### config.mk
export PLATFORM = sky130hd
export DESIGN_NAME = comm_ctrl_flat
export DESIGN_NICKNAME = d
export VERILOG_FILES = /design/src/rtl/comm_pkg.sv /design/src/rtl/comm_ctrl_if.sv /design/src/rtl/comm_resp_tx.sv /design/src/rtl/comm_ctrl.sv /design/src/flat_wrapper.sv
export SDC_FILE = /design/constraint.sdc
export NUM_CORES = 1
export LEC_CHECK = 0
export CAP_MARGIN = 40
export CORE_MARGIN = 2
export CORE_UTILIZATION = 42
export CTS_BUF_LIST = sky130_fd_sc_hd__clkbuf_8 sky130_fd_sc_hd__clkbuf_16
export CTS_CLUSTER_SIZE = 40
export DETAILED_ROUTE_END_ITERATION = 10
export SYNTH_ARGS = -nofsm -noshare
export SYNTH_HDL_FRONTEND = slang
export SYNTH_SLANG_ARGS = --single-unit
### constraint.sdc
create_clock -name clk -period 4.49 [get_ports clk]
set_input_delay 0.898 -clock clk [delete_from_list [all_inputs] [get_ports clk]]
set_output_delay 0.898 -clock clk [all_outputs]
set_load 0.05 [all_outputs]
### src/rtl/comm_pkg.sv
// Shared constants, state encoding and byte-count helpers for the command engine.
package comm_pkg;

  localparam logic [7:0] OP_READ_EN   = 8'h01;
  localparam logic [7:0] OP_READ_MAP  = 8'h02;
  localparam logic [7:0] OP_WRITE_EN  = 8'h03;
  localparam logic [7:0] OP_WRITE_MAP = 8'h04;
  localparam logic [7:0] OP_READ_IN   = 8'h05;
  localparam logic [7:0] OP_WRITE_ONE = 8'h06;

  localparam logic [7:0] ST_ACK        = 8'hA0;
  localparam logic [7:0] ST_NAK_OPCODE = 8'hE1;
  localparam logic [7:0] ST_NAK_CHAN   = 8'hE2;
  localparam logic [7:0] ST_NAK_CSUM   = 8'hE3;
  localparam logic [7:0] ST_NAK_TMO    = 8'hE4;

  typedef enum logic [2:0] {
    S_IDLE, S_RX_PAYLOAD, S_RX_CSUM, S_EXEC, S_TX
  } state_t;

  // max(1, clog2(inputs)), written as a bounded loop so it folds at elaboration
  function automatic int sel_width(input int inputs);
    int w = 1;
    for (int i = 1; i <= 8; i++)
      if ((1 << i) < inputs) w = i + 1;
    return w;
  endfunction

  function automatic int byte_cnt(input int bits);
    return (bits + 7) / 8;
  endfunction

  function automatic int map_bytes(input int outputs, input int inputs);
    return byte_cnt(sel_width(inputs) * outputs);
  endfunction

  function automatic int en_bytes(input int outputs);
    return byte_cnt(outputs);
  endfunction

  function automatic int in_bytes(input int inputs);
    return byte_cnt(inputs);
  endfunction

  function automatic int max3(input int a, input int b, input int c);
    int m = a;
    if (b > m) m = b;
    if (c > m) m = c;
    return m;
  endfunction

endpackage

### src/rtl/comm_ctrl_if.sv
// Byte-stream link between the uart rx/tx byte ports and the command engine.
interface comm_ctrl_if;
  logic       rx_valid;
  logic [7:0] rx_data;
  logic       tx_valid;
  logic [7:0] tx_data;
  logic       tx_ready;

  // master: the uart side, slave: the command engine
  modport master (output rx_valid, rx_data, tx_ready, input tx_valid, tx_data);
  modport slave  (input rx_valid, rx_data, tx_ready, output tx_valid, tx_data);
endinterface

### src/rtl/comm_resp_tx.sv
// Response serialiser: status byte, DATA bytes LSB first, then XOR of all sent bytes.
module comm_resp_tx #(
  parameter int DATA_B = 4
) (
  input  logic              clk,
  input  logic              rst_n,
  input  logic              start,
  input  logic [7:0]        status,
  input  logic [DATA_B*8-1:0] data,
  input  logic [7:0]        nbytes,
  input  logic              tx_ready,
  output logic              tx_valid,
  output logic [7:0]        tx_data,
  output logic              done
);

  logic [DATA_B*8-1:0] shreg;
  logic [7:0]          left;
  logic [7:0]          csum;
  logic                last;
  logic                xfer;

  assign xfer = tx_valid && tx_ready;
  // done fires in the cycle the checksum byte is accepted
  assign done = xfer && last;

  // load on start, advance one byte per accepted transfer
  always_ff @(posedge clk or negedge rst_n) begin
    if (!rst_n) begin
      tx_valid <= 1'b0;
      tx_data  <= 8'h00;
      shreg    <= '0;
      left     <= 8'd0;
      csum     <= 8'h00;
      last     <= 1'b0;
    end else if (start) begin
      tx_valid <= 1'b1;
      tx_data  <= status;
      csum     <= status;
      shreg    <= data;
      left     <= nbytes;
      last     <= 1'b0;
    end else if (xfer) begin
      if (last) begin
        tx_valid <= 1'b0;
        last     <= 1'b0;
      end else if (left != 8'd0) begin
        tx_data <= shreg[7:0];
        csum    <= csum ^ shreg[7:0];
        shreg   <= shreg >> 8;
        left    <= left - 8'd1;
      end else begin
        tx_data <= csum;
        last    <= 1'b1;
      end
    end
  end

endmodule

### src/rtl/comm_ctrl.sv
// Framed byte command engine: parses opcode/payload/csum, owns selector map and enables.
module comm_ctrl
  import comm_pkg::*;
#(
  parameter int OUTPUT_COUNT   = 16,
  parameter int INPUT_COUNT    = 4,
  parameter int TIMEOUT_CYCLES = 65535,
  localparam int SEL_W         = sel_width(INPUT_COUNT)
) (
  input  logic                          clk,
  input  logic                          rst_n,
  comm_ctrl_if.slave                    bus,
  input  logic [INPUT_COUNT-1:0]        in_pins,
  output logic [SEL_W*OUTPUT_COUNT-1:0] selectors,
  output logic [OUTPUT_COUNT-1:0]       enabled_out,
  output logic                          err_overrun
);

  localparam int MAP_W = SEL_W * OUTPUT_COUNT;
  localparam int MAP_B = map_bytes(OUTPUT_COUNT, INPUT_COUNT);
  localparam int EN_B  = en_bytes(OUTPUT_COUNT);
  localparam int IN_B  = in_bytes(INPUT_COUNT);
  localparam int SHD_B = max3(MAP_B, EN_B, 3);
  localparam int DAT_B = max3(MAP_B, EN_B, IN_B);
  localparam int TMO_W = $clog2(TIMEOUT_CYCLES + 2);

  state_t                  state, state_n;
  logic [7:0]              opcode, plen, pcnt, xacc;
  logic [SHD_B-1:0][7:0]   shadow;
  logic [SHD_B*8-1:0]      shadow_flat;
  logic [TMO_W-1:0]        tmo_cnt;
  logic                    tmo_hit;
  logic [MAP_W-1:0]        sel_q;
  logic [OUTPUT_COUNT-1:0] en_q;
  logic [INPUT_COUNT-1:0]  in_s1, in_s2;
  logic                    op_known;
  logic [7:0]              op_len;
  logic                    ch_ok;
  logic                    rsp_start, rsp_done;
  logic [7:0]              rsp_status, rsp_len;
  logic [DAT_B*8-1:0]      rsp_data;

  assign shadow_flat = shadow;
  assign selectors   = sel_q;
  assign enabled_out = en_q;
  assign tmo_hit     = (tmo_cnt == TMO_W'(TIMEOUT_CYCLES));
  assign ch_ok       = (shadow[0] < 8'(OUTPUT_COUNT));

  // opcode decode of the incoming byte (only meaningful in IDLE)
  always_comb begin
    op_known = 1'b1;
    op_len   = 8'd0;
    case (bus.rx_data)
      OP_READ_EN, OP_READ_MAP, OP_READ_IN: op_len = 8'd0;
      OP_WRITE_EN:  op_len = 8'(EN_B);
      OP_WRITE_MAP: op_len = 8'(MAP_B);
      OP_WRITE_ONE: op_len = 8'd3;
      default:      op_known = 1'b0;
    endcase
  end

  // readback vector, zero padded; sampled by the serialiser when EXEC starts it
  always_comb begin
    rsp_data = '0;
    case (opcode)
      OP_READ_EN:  rsp_data[OUTPUT_COUNT-1:0] = en_q;
      OP_READ_MAP: rsp_data[MAP_W-1:0]        = sel_q;
      OP_READ_IN:  rsp_data[INPUT_COUNT-1:0]  = in_s2;
      default: ;
    endcase
  end

  // next state and response request
  always_comb begin
    state_n    = state;
    rsp_start  = 1'b0;
    rsp_status = 8'h00;
    rsp_len    = 8'd0;
    case (state)
      S_IDLE: if (bus.rx_valid) begin
        if (!op_known) begin
          rsp_start  = 1'b1;
          rsp_status = ST_NAK_OPCODE;
          state_n    = S_TX;
        end else if (op_len == 8'd0) state_n = S_RX_CSUM;
        else                         state_n = S_RX_PAYLOAD;
      end
      S_RX_PAYLOAD: begin
        if (bus.rx_valid) begin
          if (pcnt == plen - 8'd1) state_n = S_RX_CSUM;
        end else if (tmo_hit) begin
          rsp_start  = 1'b1;
          rsp_status = ST_NAK_TMO;
          state_n    = S_TX;
        end
      end
      S_RX_CSUM: begin
        if (bus.rx_valid) begin
          if (bus.rx_data == xacc) state_n = S_EXEC;
          else begin
            rsp_start  = 1'b1;
            rsp_status = ST_NAK_CSUM;
            state_n    = S_TX;
          end
        end else if (tmo_hit) begin
          rsp_start  = 1'b1;
          rsp_status = ST_NAK_TMO;
          state_n    = S_TX;
        end
      end
      S_EXEC: begin
        rsp_start  = 1'b1;
        rsp_status = ST_ACK | opcode;
        state_n    = S_TX;
        case (opcode)
          OP_READ_EN:   rsp_len = 8'(EN_B);
          OP_READ_MAP:  rsp_len = 8'(MAP_B);
          OP_READ_IN:   rsp_len = 8'(IN_B);
          OP_WRITE_ONE: if (!ch_ok) rsp_status = ST_NAK_CHAN;
          default: ;
        endcase
      end
      S_TX: if (rsp_done) state_n = S_IDLE;
      default: state_n = S_IDLE;
    endcase
  end

  // state register
  always_ff @(posedge clk or negedge rst_n) begin
    if (!rst_n) state <= S_IDLE;
    else        state <= state_n;
  end

  // frame capture: opcode, payload shadow, running XOR and inter-byte timer
  always_ff @(posedge clk or negedge rst_n) begin
    if (!rst_n) begin
      opcode  <= 8'h00;
      plen    <= 8'd0;
      pcnt    <= 8'd0;
      xacc    <= 8'h00;
      shadow  <= '0;
      tmo_cnt <= '0;
    end else begin
      if (state == S_IDLE && bus.rx_valid) begin
        opcode  <= bus.rx_data;
        plen    <= op_len;
        pcnt    <= 8'd0;
        xacc    <= bus.rx_data;
        tmo_cnt <= '0;
      end
      if (state == S_RX_PAYLOAD || state == S_RX_CSUM)
        tmo_cnt <= bus.rx_valid ? '0 : tmo_cnt + 1'b1;
      if (state == S_RX_PAYLOAD && bus.rx_valid) begin
        for (int i = 0; i < SHD_B; i++)
          if (pcnt == 8'(i)) shadow[i] <= bus.rx_data;
        pcnt <= pcnt + 8'd1;
        xacc <= xacc ^ bus.rx_data;
      end
    end
  end

  // atomic commit of the validated shadow; padding bits fall off the slices
  always_ff @(posedge clk or negedge rst_n) begin
    if (!rst_n) begin
      sel_q <= '0;
      en_q  <= '0;
    end else if (state == S_EXEC) begin
      case (opcode)
        OP_WRITE_EN:  en_q  <= shadow_flat[OUTPUT_COUNT-1:0];
        OP_WRITE_MAP: sel_q <= shadow_flat[MAP_W-1:0];
        OP_WRITE_ONE:
          for (int c = 0; c < OUTPUT_COUNT; c++)
            if (shadow[0] == 8'(c)) begin
              sel_q[c*SEL_W +: SEL_W] <= shadow[1][SEL_W-1:0];
              en_q[c]                 <= shadow[2][0];
            end
        default: ;
      endcase
    end
  end

  // 2-flop input synchroniser and sticky overrun flag
  always_ff @(posedge clk or negedge rst_n) begin
    if (!rst_n) begin
      in_s1       <= '0;
      in_s2       <= '0;
      err_overrun <= 1'b0;
    end else begin
      in_s1 <= in_pins;
      in_s2 <= in_s1;
      if (state == S_TX && bus.rx_valid) err_overrun <= 1'b1;
    end
  end

  comm_resp_tx #(.DATA_B(DAT_B)) u_resp (
    .clk      (clk),
    .rst_n    (rst_n),
    .start    (rsp_start),
    .status   (rsp_status),
    .data     (rsp_data),
    .nbytes   (rsp_len),
    .tx_ready (bus.tx_ready),
    .tx_valid (bus.tx_valid),
    .tx_data  (bus.tx_data),
    .done     (rsp_done)
  );

endmodule

### src/flat_wrapper.sv
// flat-port wrapper written by rule: the top's interface ports become plain ports
module comm_ctrl_flat import comm_pkg::*;
#(
  parameter int OUTPUT_COUNT   = 16,
  parameter int INPUT_COUNT    = 4,
  parameter int TIMEOUT_CYCLES = 65535,
  localparam int SEL_W         = sel_width(INPUT_COUNT)
)
  (clk, rst_n, in_pins, selectors, enabled_out, err_overrun, bus_rx_valid, bus_rx_data, bus_tx_ready, bus_tx_valid, bus_tx_data);
  comm_ctrl_if bus_i ();
  input  logic clk;
  input  logic rst_n;
  input  logic [INPUT_COUNT-1:0] in_pins;
  output logic [SEL_W*OUTPUT_COUNT-1:0] selectors;
  output logic [OUTPUT_COUNT-1:0] enabled_out;
  output logic err_overrun;
  input wire logic [$bits(bus_i.rx_valid)-1:0] bus_rx_valid;
  input wire logic [$bits(bus_i.rx_data)-1:0] bus_rx_data;
  input wire logic [$bits(bus_i.tx_ready)-1:0] bus_tx_ready;
  output wire logic [$bits(bus_i.tx_valid)-1:0] bus_tx_valid;
  output wire logic [$bits(bus_i.tx_data)-1:0] bus_tx_data;
  assign bus_i.rx_valid = bus_rx_valid;
  assign bus_i.rx_data = bus_rx_data;
  assign bus_i.tx_ready = bus_tx_ready;
  assign bus_tx_valid = bus_i.tx_valid;
  assign bus_tx_data = bus_i.tx_data;
  comm_ctrl #(.OUTPUT_COUNT(OUTPUT_COUNT), .INPUT_COUNT(INPUT_COUNT), .TIMEOUT_CYCLES(TIMEOUT_CYCLES)) u_core (.clk(clk), .rst_n(rst_n), .bus(bus_i), .in_pins(in_pins), .selectors(selectors), .enabled_out(enabled_out), .err_overrun(err_overrun));
endmodule
---- Word-level counts from Yosys, hierarchy flattened ----
Index checks and enable logic that the tools add are counted.
cells by class
  muxes and demuxes ....................... 97
  reductions and logical operators ........ 59
  bitwise operators ....................... 2
  $add $sub $neg .......................... 4
  equal/unequal tests ..................... 57
  magnitude comparators ................... 1
operators with widths
  kind                                                                     number
  8-bit 2-to-1 mux                                                         24
  32-bit 2-to-1 mux                                                        4
  3-bit AND reduction                                                      34
  8-bit by 3-bit == test with 1-bit output, second input constant          10
  8-bit by 2-bit == test with 1-bit output, second input constant          8
  8-bit by 4-bit == test with 1-bit output, second input constant          8
  32-bit case mux with 2 select lines                                      1
  17-bit 2-to-1 mux                                                        3
  2-bit by 1-bit inequality test with 1-bit output, second input constant  18
  2-bit 2-to-1 mux                                                         17
  8-bit by 1-bit == test with 1-bit output, second input constant          4
  16-bit case mux with 2 select lines                                      1
  8-bit case mux with 4 select lines                                       1
  1-bit 2-to-1 mux                                                         30
  8-bit logical NOT                                                        3
  3-bit 2-to-1 mux                                                         8
  12-bit case mux with 2 select lines                                      1
  3-bit case mux with 3 select lines                                       2
  17-bit by 1-bit adder with 17-bit output, second input constant          1
  17-bit by 16-bit == test with 1-bit output, second input constant        1
  8-bit == test                                                            2
  16-bit 2-to-1 mux                                                        1
  8-bit by 1-bit subtractor with 8-bit output, second input constant       2
  8-bit XOR                                                                2
  other kinds (18)                                                         34
storage, ports and cells
  output and inout port bits .............. 58
  logic and storage cells ................. 271
  flip-flop bits (word level) ............. 199

---- Longest topological paths before layout ----
Gate-level depths: netlist (run 1).
  word-level depth ........................ 8
  mapped depth ............................ 12
  gate-level depth less buffers ........... 10

---- Modules after synthesis ----
From an unflattened synthesis (run 1), not the netlist that was laid out.
unflattened totals
  cells, all modules ...................... 1050
  area, all modules ....................... 10296.1 µm²
modules (own cells, without submodules)
  module        times used  area each (µm²)  cells an instance  sequential area each (µm²)
  comm_ctrl     1           7334.5           733                3403.3
  comm_resp_tx  1           2961.6           317                1451.4

---- Worst setup path before layout (run 1) ----
Ideal clock, no wire load.
  path type ............................... in2reg
  start point ............................. in bus_rx_data[4]
  end point ............................... reg u_core.u_resp.shreg[16]
  library setup time ...................... 79 ps
  setup slack ............................. 1147 ps
  path buffers ............................ 4
  arrival time ............................ 3263 ps
  stages on the path ...................... 9
  path through ............................ buf_4 -> or4_1 -> or4_4 -> a221oi_4 -> and2_1 -> buf_2 -> buf_6 -> buf_12 -> mux2i_1
between the ends
  word-level cells in the longest chain between the ends .. 8
ends and longest elaborated chain
  element                                                                                                  RTL line            RTL
  from (decl)                                                                                              flat_wrapper.sv:18  input wire logic [$bits(bus_i.rx_data)-1:0] bus_rx_data;
  8-bit by 1-bit == test with 1-bit output (tied with other cells)                                         comm_ctrl.sv:53     case (bus.rx_data)
  6-bit OR reduction (no source line)                                                                      -
  1-bit 2-to-1 mux                                                                                         comm_ctrl.sv:53
  1-bit 2-to-1 mux                                                                                         comm_ctrl.sv:81     if (!op_known) begin
  1-bit 2-to-1 mux                                                                                         comm_ctrl.sv:80     S_IDLE: if (bus.rx_valid) begin
  1-bit case mux with 4 select lines (*)                                                                   comm_ctrl.sv:79     case (state)
  2-bit by 1-bit inequality test with 1-bit output (no source line) or 2-bit nonzero test (tied branches)  -
  3-bit AND reduction (no source line)                                                                     -
  to (signal assigned)                                                                                     comm_resp_tx.sv:40  shreg <= data;
  to (signal assigned)                                                                                     comm_resp_tx.sv:50  shreg <= shreg >> 8;
  to (decl)                                                                                                comm_resp_tx.sv:17  logic [DATA_B*8-1:0] shreg;
Every way passes the cells marked *; elsewhere a longest branch is shown, timed or not.
A chain may end at the register's enable or synchronous reset.

---- Worst setup path after layout (run 1) ----
  start point ............................. in bus_rx_data[4]
  end point ............................... reg u_core.u_resp.shreg[21]
The elaborated chain is that of the path after synthesis.

==> key figures, run 1 <==
Status
  – Status: complete, no violations

STA
  – Finish-stage setup viols: 0
  – Slew headroom: 0.4186
  – Slew Viols, Final: 0
  – TNS Setup: 0 ns
  – Clock skew: 0.01128 ns
  – RSZ-0062 raised after global routing: false
  – Tcrit/Tclk final: 0.7833
  – Min Tclk post-route: 3.517 ns
  – Worst-Margin Slew: 0.8703 ns
  – Maximum clock frequency: 284.3 MHz
  – Fin. Hold Viols: 0

Drt
  – Final ANT Viol Nets: 0
  – Vias/cell: 5.793
  – DRT Wirelength: 26770 um
  – Via Count: 7705
  – Routed wire length per instance: 20.13 um
  – 1st-iter DRT viols: 629
  – # DRC: 0
  – 1st-pass router iterations: 5

Worst setup path
  – Critical path cell sequence: clkdlybuf4s50_1 > or4_1 > or4_4 > a221oi_4 > and2_2 > buf_12 > mux2i_1
  – Worst setup EP type: register
  – Worst path required time: 4.85 ns
  – Critical setup path kind: input port to register
  – Crit-path max FO: 29
  – Nature of the critical path startpoint: input port
  – Cell family with most CP delay: simple AND/OR/NAND/NOR gates
  – Bufs and invs on worst path: 2
  – CP max stage delay: 0.60 ns
  – Slowest stage cell, crit path: or4_4
  – Crit path arrival time: 3.87 ns

Placed design
  – Detailed Place HPWL: 19250 um
  – Placer congestion estimate: 0.8862
  – PortBufs: 73
  – DP Area: 10750 sq um

Synthesis
  – FF+latch count, synth: 194
  – Post-Syn Area: 9669 sq um
  – Post-synth top area cell: dfrtp_1
  – Syn Inst Count: 977
  – Synth Net Count: 1003
  – Most common cell in the netlist: dfrtp_1
  – Seq/Total Area, Yosys: 0.5021
  – Top-area cell type share of the netlist area: 0.5021
  – Yosys cell types: 62
  – Synth Area per Inst: 9.897 sq um
  – Top post-synthesis cells by area: dfrtp_1, mux2i_1, mux2_2, nand2_1, a21oi_1
  – EDFF count, synth: 0
  – Main flop type after synthesis: dfrtp_1
  – Yosys warns: 0
  – Asr flop ratio synth: 1.000
  – Synth top cells by count: dfrtp_1, nand2_1, nor2_1

Global route
  – Routing usage on met2: 0.3291
  – Largest net degree at the start of global routing: 88
  – Grt peak-use layer: met1
  – Met1 Usage GRT: 0.3477
  – Initial antenna violation count: 0
  – Global-route met3 utilization: 0.05028
  – GR Overflow Total: 0
  – First-pass GRT wire length: 42720 um
  – Tot GR Track Use: 0.2277
  – Vias in the first global route: 7309

Clocking
  – Worst skew pair latency: 0.44 ns
  – CTS H-tree depth: 4
  – Root buf cell: clkbuf_16
  – Cts bufs inserted: 17
  – Post-CTS sizing: 0
  – # Post-CTS Setup Buffers: 0
  – Cts hold-fix bufs: 0
  – Worst-case clock buffer depth: 2
  – Clk sinks: 194
  – Clock transition at path regs: 0.08 ns
  – CTS tree: done

Floorplanning
  – Core ar.: 22640 sq um
  – Die H: 155.7 um
  – Die width: 155.7 um
  – IO Count: 74
  – Die area: 24250 sq um
  – FP Rows: 55
  – Initial Utilization: 0.4271

Pwr
  – Switching part of the total power: 0.3350
  – Comb pwr share: 0.218
  – Pint: 3.033 mW
  – Switching pwr: 1.528 mW
  – Leak: 5.070 nW
  – PwrDens: 402.8 nW/um^2
  – Reg power frac: 0.457
  – IR drop worst, VDD: 0.0002438 V
  – Clk pwr share: 0.325

Flow run
  – Total of max-cap violations: 0

Final layout
  – Ant. Diodes: 0
  – Area grow syn2layout: 17.11%
  – Share of cells above drive strength 1: 0.1091
  – NumNets Final: 1058
  – Fin area: 11320 sq um

Hold path
  – Tightest Hold Check Type: register to register
[power groups by stage]
stage	clock network [mW]	logic [mW]	registers, mW
2_1_floorplan	0	0.651	2.14
3_3_place_gp	0	0.972	2.11
3_5_place_dp	0	1.00	2.11
4_1_cts	1.50	1.00	2.08
5_1_grt	1.57	1.10	2.10
6_report	1.48	0.995	2.08
[layout make-up]
cell class | count | area [sq um]
fill | 2149 | 11320
clock buffer | 17 | 425.4
clock inverter | 15 | 143.9
multi-input combinational | 700 | 4483
sequential | 194 | 4855
tap | 285 | 356.6
timing repair buffer | 101 | 992.2
inverter | 18 | 67.56
[per-stage QoR]
stage	power [mW]	hold WS (ns)	std cells	worst slack, ns	util
3_5_place_dp	3.110	0.3356	1298	0.5443	0.4750
2_1_floorplan	2.789	0.3312	977	1.147	-
3_3_place_gp	3.081	0.3332	1292	0.5952	0.4720
4_1_cts	4.586	0.3528	1330	0.9942	0.5001
5_1_grt	4.772	0.3588	1330	0.8455	0.5001
6_report	4.561	0.3505	1330	0.9730	0.5001
[metal layers]
| metal | routed length, um | part of all wire | up-vias |
|---|---|---|---|
| met2 | 11690 | 0.44 | 188 |
| li1 | - | - | 3624 |
| met5 | 0 | 0 | - |
| met1 | 13330 | 0.50 | 3859 |
| met4 | 481 | 0.018 | 0 |
| met3 | 1272 | 0.048 | 34 |
[placed cells by master (no fill, tap or decap), drive strengths merged, types with 3 or more instances in the layout]
cell           synthesis  routed
a221oi                 3       3
a22oi                 23      23
o22ai                  9       9
xor2                  13      13
clkbuf                54      18
nand4                  6       6
or4                    7       7
clkinv                 0       5
buf                   11      28
a21oi                 68      68
inv                   18      27
xnor2                 14      14
nor3                  24      24
o211ai                 6       6
nand2b                 8       8
a211oi                17      17
nor2                  73      73
nand3                 29      29
a32oi                  4       4
o21ai                 69      69
a21o                   6       6
clkdlybuf4s50          0      72
o2bb2ai                3       3
or2                    3       3
nor2b                  5       5
nor4                   8       8
dfrtp                194     194
ha                    10      10
o22a                   6       6
or3                    6       6
mux2                  41      41
mux2i                 65      65
nand2                120     120
a311oi                 8       8
o31ai                  6       6
nand3b                 3       3
and2                  10      10
[path summary, 6_finish.rpt]
| path | from | end | slack (ns) | cells past startpoint |
|---|---|---|---|---|
| setup / recovery | bus_rx_data[4] | u_core.u_resp.shreg[21]$_DFFE_PN0P_ | 0.97 | 7 |
| hold / removal | u_core.in_s1[0]$_DFF_PN0_ | u_core.in_s2[0]$_DFF_PN0_ | 0.35 | 0 |
| setup reg to reg | u_core.tmo_cnt[0]$_DFFE_PN0P_ | u_core.u_resp.csum[3]$_DFFE_PN0P_ | 1.45 | 10 |
| hold reg to reg | u_core.in_s1[0]$_DFF_PN0_ | u_core.in_s2[0]$_DFF_PN0_ | 0.35 | 0 |
| max in group asynchronous | rst_n | u_core.shadow[31]$_DFFE_PN0P_ | 3.06 | 2 |
| min in group asynchronous | rst_n | u_core.u_resp.shreg[6]$_DFFE_PN0P_ | 0.51 | 1 |
[worst register-to-register path, delay by kind of cell, from the launching register on]
| kind | cells | cell delay, ns |
|---|---|---|
| and+or+nand+nor | 5 | 1.40 |
| adders and majority gates | 2 | 0.49 |
| AOI/OAI and AO/OA | 2 | 0.46 |
| DFF | 1 | 0.39 |
| buffers and inverters | 1 | 0.21 |
[state kept, by name (all words and copies together) (netlist names)]
signal / flops
u_core.selectors: 32
u_core.shadow: 32
u_core.u_resp.shreg: 32
u_core.tmo_cnt: 17
u_core.enabled_out: 16
u_core.opcode: 8
u_core.pcnt: 8
u_core.u_resp.csum: 8
u_core.u_resp.left: 8
u_core.u_resp.tx_data: 8
u_core.xacc: 8
u_core.in_s1: 4
u_core.in_s2: 4
u_core.plen: 3
u_core.state: 3
u_core.err_overrun: 1
u_core.u_resp.last: 1
u_core.u_resp.tx_valid: 1
[kinds of logic (layout without fill, tap and decap cells)]
kind of cell / after synthesis / in the layout / share of synthesized area
compound gates: 247 / 247 / 0.1624
buf+inv: 83 / 151 / 0.03597
xor+xnor: 27 / 27 / 0.02446
simple gates: 310 / 310 / 0.1471
flops: 194 / 194 / 0.5021
mux: 106 / 106 / 0.1150
fa+ha+maj: 10 / 10 / 0.01294
No activity file was read; power rests on OpenSTA's default activity.
==> run 2, diff against run 1 <==
Clock period 4.49 ns to 3.5 ns, I/O delays scaled along.
==> key figures, run 2 (same netlist as run 1, synthesis figures left out) <==
Global route
  – Vias in the first global route: 7391 (+1.1%)
  – Tot GR Track Use: 0.2294 (+0.001756)
  – First-pass GRT wire length: 42810 um (+0.21%)
  – Largest net degree at the start of global routing: 86 (-2.3%)
  – Initial antenna violation count: 0 (unchanged)
  – GR Overflow Total: 0 (unchanged)

STA
  – Min Tclk post-route: 2.927 ns
  – Maximum clock frequency: 341.7 MHz
  – Worst-Margin Slew: 0.7996 ns (-0.07073 ns)
  – Slew headroom: 0.4669 (+0.04835)
  – Fin. Hold Viols: 0 (unchanged)
  – Tcrit/Tclk final: 0.8363
  – Clock skew: 0.02990 ns (+0.01861 ns)
  – RSZ-0062 raised after global routing: false
  – Slew Viols, Final: 0 (unchanged)
  – Finish-stage setup viols: 0 (unchanged)
  – TNS Setup: 0 ns (unchanged)

Drt
  – DRT Wirelength: 26700 um (-0.25%)
  – Final ANT Viol Nets: 0 (unchanged)
  – 1st-pass router iterations: 5 (unchanged)
  – Via Count: 7660 (-0.58%)
  – # DRC: 0 (unchanged)
  – Vias/cell: 5.734 (-1.0%)
  – 1st-iter DRT viols: 651 (+3.5%)
  – Routed wire length per instance: 19.99 um (-0.70%)

Worst setup path
  – Critical setup path kind: register to register
  – Slowest stage cell, crit path: or4_1
  – Crit path arrival time: 3.21 ns (-0.66 ns)
  – Crit-path max FO: 14 (-52%)
  – R2R Setup Slk: 0.57 ns (-0.88 ns)
  – CP max stage delay: 0.69 ns (+0.09 ns)
  – Worst setup EP type: register
  – Nature of the critical path startpoint: register
  – Critical path cell sequence: or4_1 > or3_1 > or2_2 > nor3_1 > a211oi_1
  – Bufs and invs on worst path: 0 (-2)
  – Cell family with most CP delay: simple AND/OR/NAND/NOR gates
  – Worst path required time: 3.78 ns (-1.07 ns)

Floorplanning
  – Die width: 155.7 um (unchanged)
  – FP Rows: 55 (unchanged)
  – IO Count: 74 (unchanged)
  – Die area: 24250 sq um (unchanged)
  – Die H: 155.7 um (unchanged)
  – Initial Utilization: 0.4271 (unchanged)
  – Core ar.: 22640 sq um (unchanged)

Clocking
  – Post-CTS sizing: 0 (unchanged)
  – Cts hold-fix bufs: 0 (unchanged)
  – CTS H-tree depth: 4 (unchanged)
  – Worst-case clock buffer depth: 2 (unchanged)
  – Root buf cell: clkbuf_16
  – Clk sinks: 194 (unchanged)
  – Worst skew pair latency: 0.45 ns (about the same)
  – Clock transition at path regs: 0.08 ns (about the same)
  – # Post-CTS Setup Buffers: 0 (unchanged)
  – Cts bufs inserted: 17 (unchanged)
  – CTS tree: done

Pwr
  – Leak: 5.114 nW (+0.86%)
  – Switching pwr: 1.982 mW (+30%)
  – Switching part of the total power: 0.3360 (+0.001042)
  – Comb pwr share: 0.220 (+0.002)
  – Clk pwr share: 0.328 (+0.003)
  – Reg power frac: 0.452 (-0.005)
  – Pint: 3.916 mW (+29%)
  – Final Power: 5.897 mW (+29%)
  – IR drop worst, VDD: 0.0003035 V (+24%)
  – PwrDens: 517.9 nW/um^2 (+29%)

Status
  – Status: complete, no violations

Placed design
  – DP Area: 10800 sq um (+0.44%)
  – PortBufs: 73 (unchanged)
  – Detailed Place HPWL: 19420 um (+0.90%)
  – Placer congestion estimate: 0.9072 (+2.4%)

Final layout
  – Ant. Diodes: 0 (unchanged)
  – Fin area: 11390 sq um (+0.55%)
  – Share of cells above drive strength 1: 0.1132 (+0.004135)
  – Filler cells: 2135 (-0.65%)
  – Area grow syn2layout: 17.75%
  – Area of the multi-input gates: 4483 sq um (unchanged)
  – Commonest non-fill, non-tap cells in the layout: dfrtp_1, nand2_1, nor2_1
  – Commonest non-fill, non-tap cell in the layout: dfrtp_1
  – Seq. cell area: 4855 sq um (unchanged)
  – NumNets Final: 1064 (+0.57%)

Flow run
  – Total of max-cap violations: 0 (unchanged)

Hold path
  – Tightest Hold Check Type: input port to asynchronous set/reset pin
run 2: cell count changes in the layout (fill, tap and decap cells not counted):
cell        change
buf_12          +2
buf_8           -3
inv_8           +6
inv_1           +1
clkinvlp_4      -1
inv_6           -5
clkinv_2        -1
buf_4           +7
run 2: cell type report:
cell class	count	area share
repair buffers	107	0.09132
clock inverters	15	0.01396
flip-flops and latches	194	0.4264
multi-input cells	700	0.3937
clock buffers	17	0.03736
well taps	285	0.03132
inverters	18	0.005934
run 2: worst paths after layout:
kind | from | endpoint | cells after the start
max | u_core.opcode[3]$_DFFE_PN0P_ | u_core.selectors[18]$_DFFE_PN0P_ | 5
min | rst_n | u_core.u_resp.shreg[3]$_DFFE_PN0P_ | 1
max reg2reg | u_core.opcode[3]$_DFFE_PN0P_ | u_core.selectors[18]$_DFFE_PN0P_ | 5
min reg2reg | u_core.in_s1[2]$_DFF_PN0_ | u_core.in_s2[2]$_DFF_PN0_ | 0
max in group asynchronous | rst_n | u_core.selectors[15]$_DFFE_PN0P_ | 2
min in group clk | u_core.in_s1[2]$_DFF_PN0_ | u_core.in_s2[2]$_DFF_PN0_ | 0
run 2: power groups by stage:
stage / combinational (mW) / clock [mW] / sequential [mW]
floorplan: 0.835 / 0 / 2.74
global placement: 1.29 / 0 / 2.70
detailed placement: 1.30 / 0 / 2.71
CTS: 1.31 / 1.98 / 2.66
global route: 1.43 / 2.08 / 2.70
finish: 1.30 / 1.94 / 2.67
run 2: per-layer routing:
metal | part of all wire | vias to the layer above | track usage
li1 | - | 3639 | -
met1 | 0.48 | 3805 | 0.3373
met2 | 0.45 | 191 | 0.3432
met3 | 0.059 | 25 | 0.05250
met4 | 0.015 | 0 | 0.05854
met5 | 0 | - | 0
run 2: metrics by stage:
stage          instances  setup slack, ns  utilization  hold WS, ns
6_report            1336           0.5731       0.5029       0.3009
5_1_grt             1336           0.4086       0.5029       0.3495
4_1_cts             1336           0.5879       0.5029       0.3317
3_5_place_dp        1304           0.1402       0.4771       0.3364
3_3_place_gp        1303           0.1723       0.4768       0.3327
2_1_floorplan        977           0.3552            -       0.3312
==> run 3, diff against run 2 <==
Clock period 3.5 ns to 2.48 ns, I/O delays scaled along.
==> key figures, run 3 (same netlist as run 1, synthesis figures left out) <==
Final layout
  – Ant. Diodes: 0 (unchanged)
  – Area of the multi-input gates: 4558 sq um (+1.7%)
  – NumNets Final: 1123 (+5.5%)
  – Area grow syn2layout: 24.35%
  – Seq. cell area: 4855 sq um (unchanged)
  – Commonest non-fill, non-tap cell in the layout: dfrtp_1
  – Commonest non-fill, non-tap cells in the layout: dfrtp_1, nand2_1, buf_4
  – Filler cells: 2066 (-3.2%)
  – Share of cells above drive strength 1: 0.1721 (+0.05885)

Drt
  – Routed wire length per instance: 19.66 um (-1.7%)
  – Final ANT Viol Nets: 0 (unchanged)
  – Vias/cell: 5.760 (+0.46%)
  – # DRC: 0 (unchanged)
  – Via Count: 8035 (+4.9%)
  – 1st-iter DRT viols: 714 (+9.7%)
  – 1st-pass router iterations: 5 (unchanged)
  – DRT Wirelength: 27420 um (+2.7%)

Global route
  – First-pass GRT wire length: 43240 um (+0.98%)
  – Vias in the first global route: 7664 (+3.7%)
  – Grt peak-use layer: met2
  – Global-route met3 utilization: 0.04639 (-0.006111)
  – GR Overflow Total: 0 (unchanged)
  – Routing usage on met2: 0.3523 (+0.009060)
  – Met1 Usage GRT: 0.3319 (-0.005404)
  – Initial antenna violation count: 0 (unchanged)
  – Largest net degree at the start of global routing: 49 (-43%)
  – Tot GR Track Use: 0.2313 (+0.001837)

STA
  – Maximum clock frequency: 416.0 MHz
  – Fin Hold WS: -0.0007344 ns (-0.3016 ns)
  – TNS Setup: 0 ns (unchanged)
  – Slew headroom: 0.5732 (+0.1063)
  – Min Tclk post-route: 2.404 ns
  – Finish-stage setup viols: 0 (unchanged)
  – Fin. Hold Viols: 2 (+2)
  – Clock skew: 0.01355 ns (-0.01635 ns)
  – Worst-Margin Slew: 0.6389 ns (-0.1607 ns)
  – Slew Viols, Final: 0 (unchanged)
  – Setup ws final: 0.07589 ns (-0.4972 ns)
  – Tcrit/Tclk final: 0.9694

Placed design
  – Detailed Place HPWL: 19520 um (+0.53%)
  – Placer congestion estimate: 0.8713 (-4.0%)
  – Setup slack at placement: -0.6570 ns (-0.7973 ns)
  – PortBufs: 73 (unchanged)

Floorplanning
  – IO Count: 74 (unchanged)
  – Die H: 155.7 um (unchanged)
  – Initial Utilization: 0.4271 (unchanged)
  – Core ar.: 22640 sq um (unchanged)
  – FP Rows: 55 (unchanged)
  – Die width: 155.7 um (unchanged)
  – Die area: 24250 sq um (unchanged)

Pwr
  – Pint: 5.712 mW (+46%)
  – IR drop worst, VDD: 0.0004808 V (+58%)
  – Reg power frac: 0.437 (-0.015)
  – Comb pwr share: 0.252 (+0.032)
  – PwrDens: 706.8 nW/um^2 (+36%)
  – Final Power: 8.498 mW (+44%)
  – Switching part of the total power: 0.3278 (-0.008187)
  – Clk pwr share: 0.311 (-0.017)
  – Switching pwr: 2.786 mW (+41%)
  – Leak: 5.474 nW (+7.0%)

Worst setup path
  – Worst setup EP type: register
  – Worst path required time: 2.85 ns (-0.93 ns)
  – Cell family with most CP delay: simple AND/OR/NAND/NOR gates
  – Critical setup path kind: input port to register
  – Crit path arrival time: 2.77 ns (-0.44 ns)
  – Nature of the critical path startpoint: input port
  – Critical path cell sequence: dlygate4sd2_1 > or4_4 > or4_4 > a221oi_4 > and2_4 > buf_12 > buf_12 > mux2i_1
  – Bufs and invs on worst path: 3 (+3)
  – Crit-path max FO: 6 (-8)
  – Slowest stage cell, crit path: or4_4
  – CP max stage delay: 0.54 ns (-0.15 ns)

Hold path
  – Tightest Hold Check Type: input port to asynchronous set/reset pin

Clocking
  – Worst skew pair latency: 0.45 ns (about the same)
  – Cts bufs inserted: 17 (unchanged)
  – Root buf cell: clkbuf_16
  – Clock transition at path regs: 0.07 ns (about the same)
  – Worst-case clock buffer depth: 2 (unchanged)
  – CTS tree: done
  – Clk sinks: 194 (unchanged)
  – CTS H-tree depth: 4 (unchanged)

Status
  – Failing checks: hold timing
  – Status: finished with violations

Flow run
  – Total of max-cap violations: 0 (unchanged)
==> run 3: changes by cell type in the layout (fill, tap and decap cells not counted), sizes merged <==
cell	previous run	this run
clkinv	4	2
dlygate4sd2	0	2
clkdlybuf4s50	72	68
clkbuf	18	21
buf	34	92
clkdlybuf4s15	0	1
inv	29	28
clkinvlp	0	2
==> run 3: repair_timing <==
action	CTS	global route
cloned	2	1
pin swaps	5	4
gates resized for setup	12	15
buffers inserted	3	1
endpoints found under the hold margin	0	0
endpoints found under the setup margin	58	44
hold buffers	0	0
==> run 3: worst paths after layout <==
check	endpoint	cells past startpoint	slack, ns	from
setup / recovery	u_core.u_resp.shreg[12]$_DFFE_PN0P_	8	0.08	bus_rx_data[6]
hold / removal	u_core.u_resp.shreg[21]$_DFFE_PN0P_	1	-0.0007	rst_n
setup reg to reg	u_core.selectors[0]$_DFFE_PN0P_	5	0.14	u_core.opcode[3]$_DFFE_PN0P_
hold reg to reg	u_core.in_s2[0]$_DFF_PN0_	0	0.35	u_core.in_s1[0]$_DFF_PN0_
max in group asynchronous	u_core.selectors[11]$_DFFE_PN0P_	2	1.75	rst_n
min in group clk	u_core.in_s2[0]$_DFF_PN0_	0	0.35	u_core.in_s1[0]$_DFF_PN0_
==> run 3: layout make-up <==
type	count	area share
timing repair buffer	166	0.1354
clock buffer	18	0.03652
inverter	18	0.005619
sequential	194	0.4037
tap	285	0.02966
multi-input combinational	700	0.3791
clock inverter	14	0.009990
==> run 3: per-layer routing <==
layer	wire, um	vias up
met1	12910	3983
met5	0	-
met4	538	0
met2	12490	240
li1	-	3769
met3	1484	43
==> run 3: through the flow <==
stage	hold slack, ns	utilization	std cells	cell area (sq um)
6_report	-0.0007344	0.5311	1395	12020
3_3_place_gp	0.3313	0.4973	1356	11260
2_1_floorplan	0.2004	-	977	9688
3_5_place_dp	0.3347	0.4973	1356	11260
4_1_cts	0.0001173	0.5273	1393	11940
5_1_grt	0.01558	0.5311	1395	12020
==> run 3: power groups by stage <==
stage,clock (mW),combinational (mW),sequential [mW]
3_5_place_dp,0,2.05,3.77
2_1_floorplan,0,1.18,3.87
3_3_place_gp,0,2.02,3.76
6_report,2.64,2.14,3.71
4_1_cts,2.70,2.13,3.71
5_1_grt,2.82,2.33,3.75
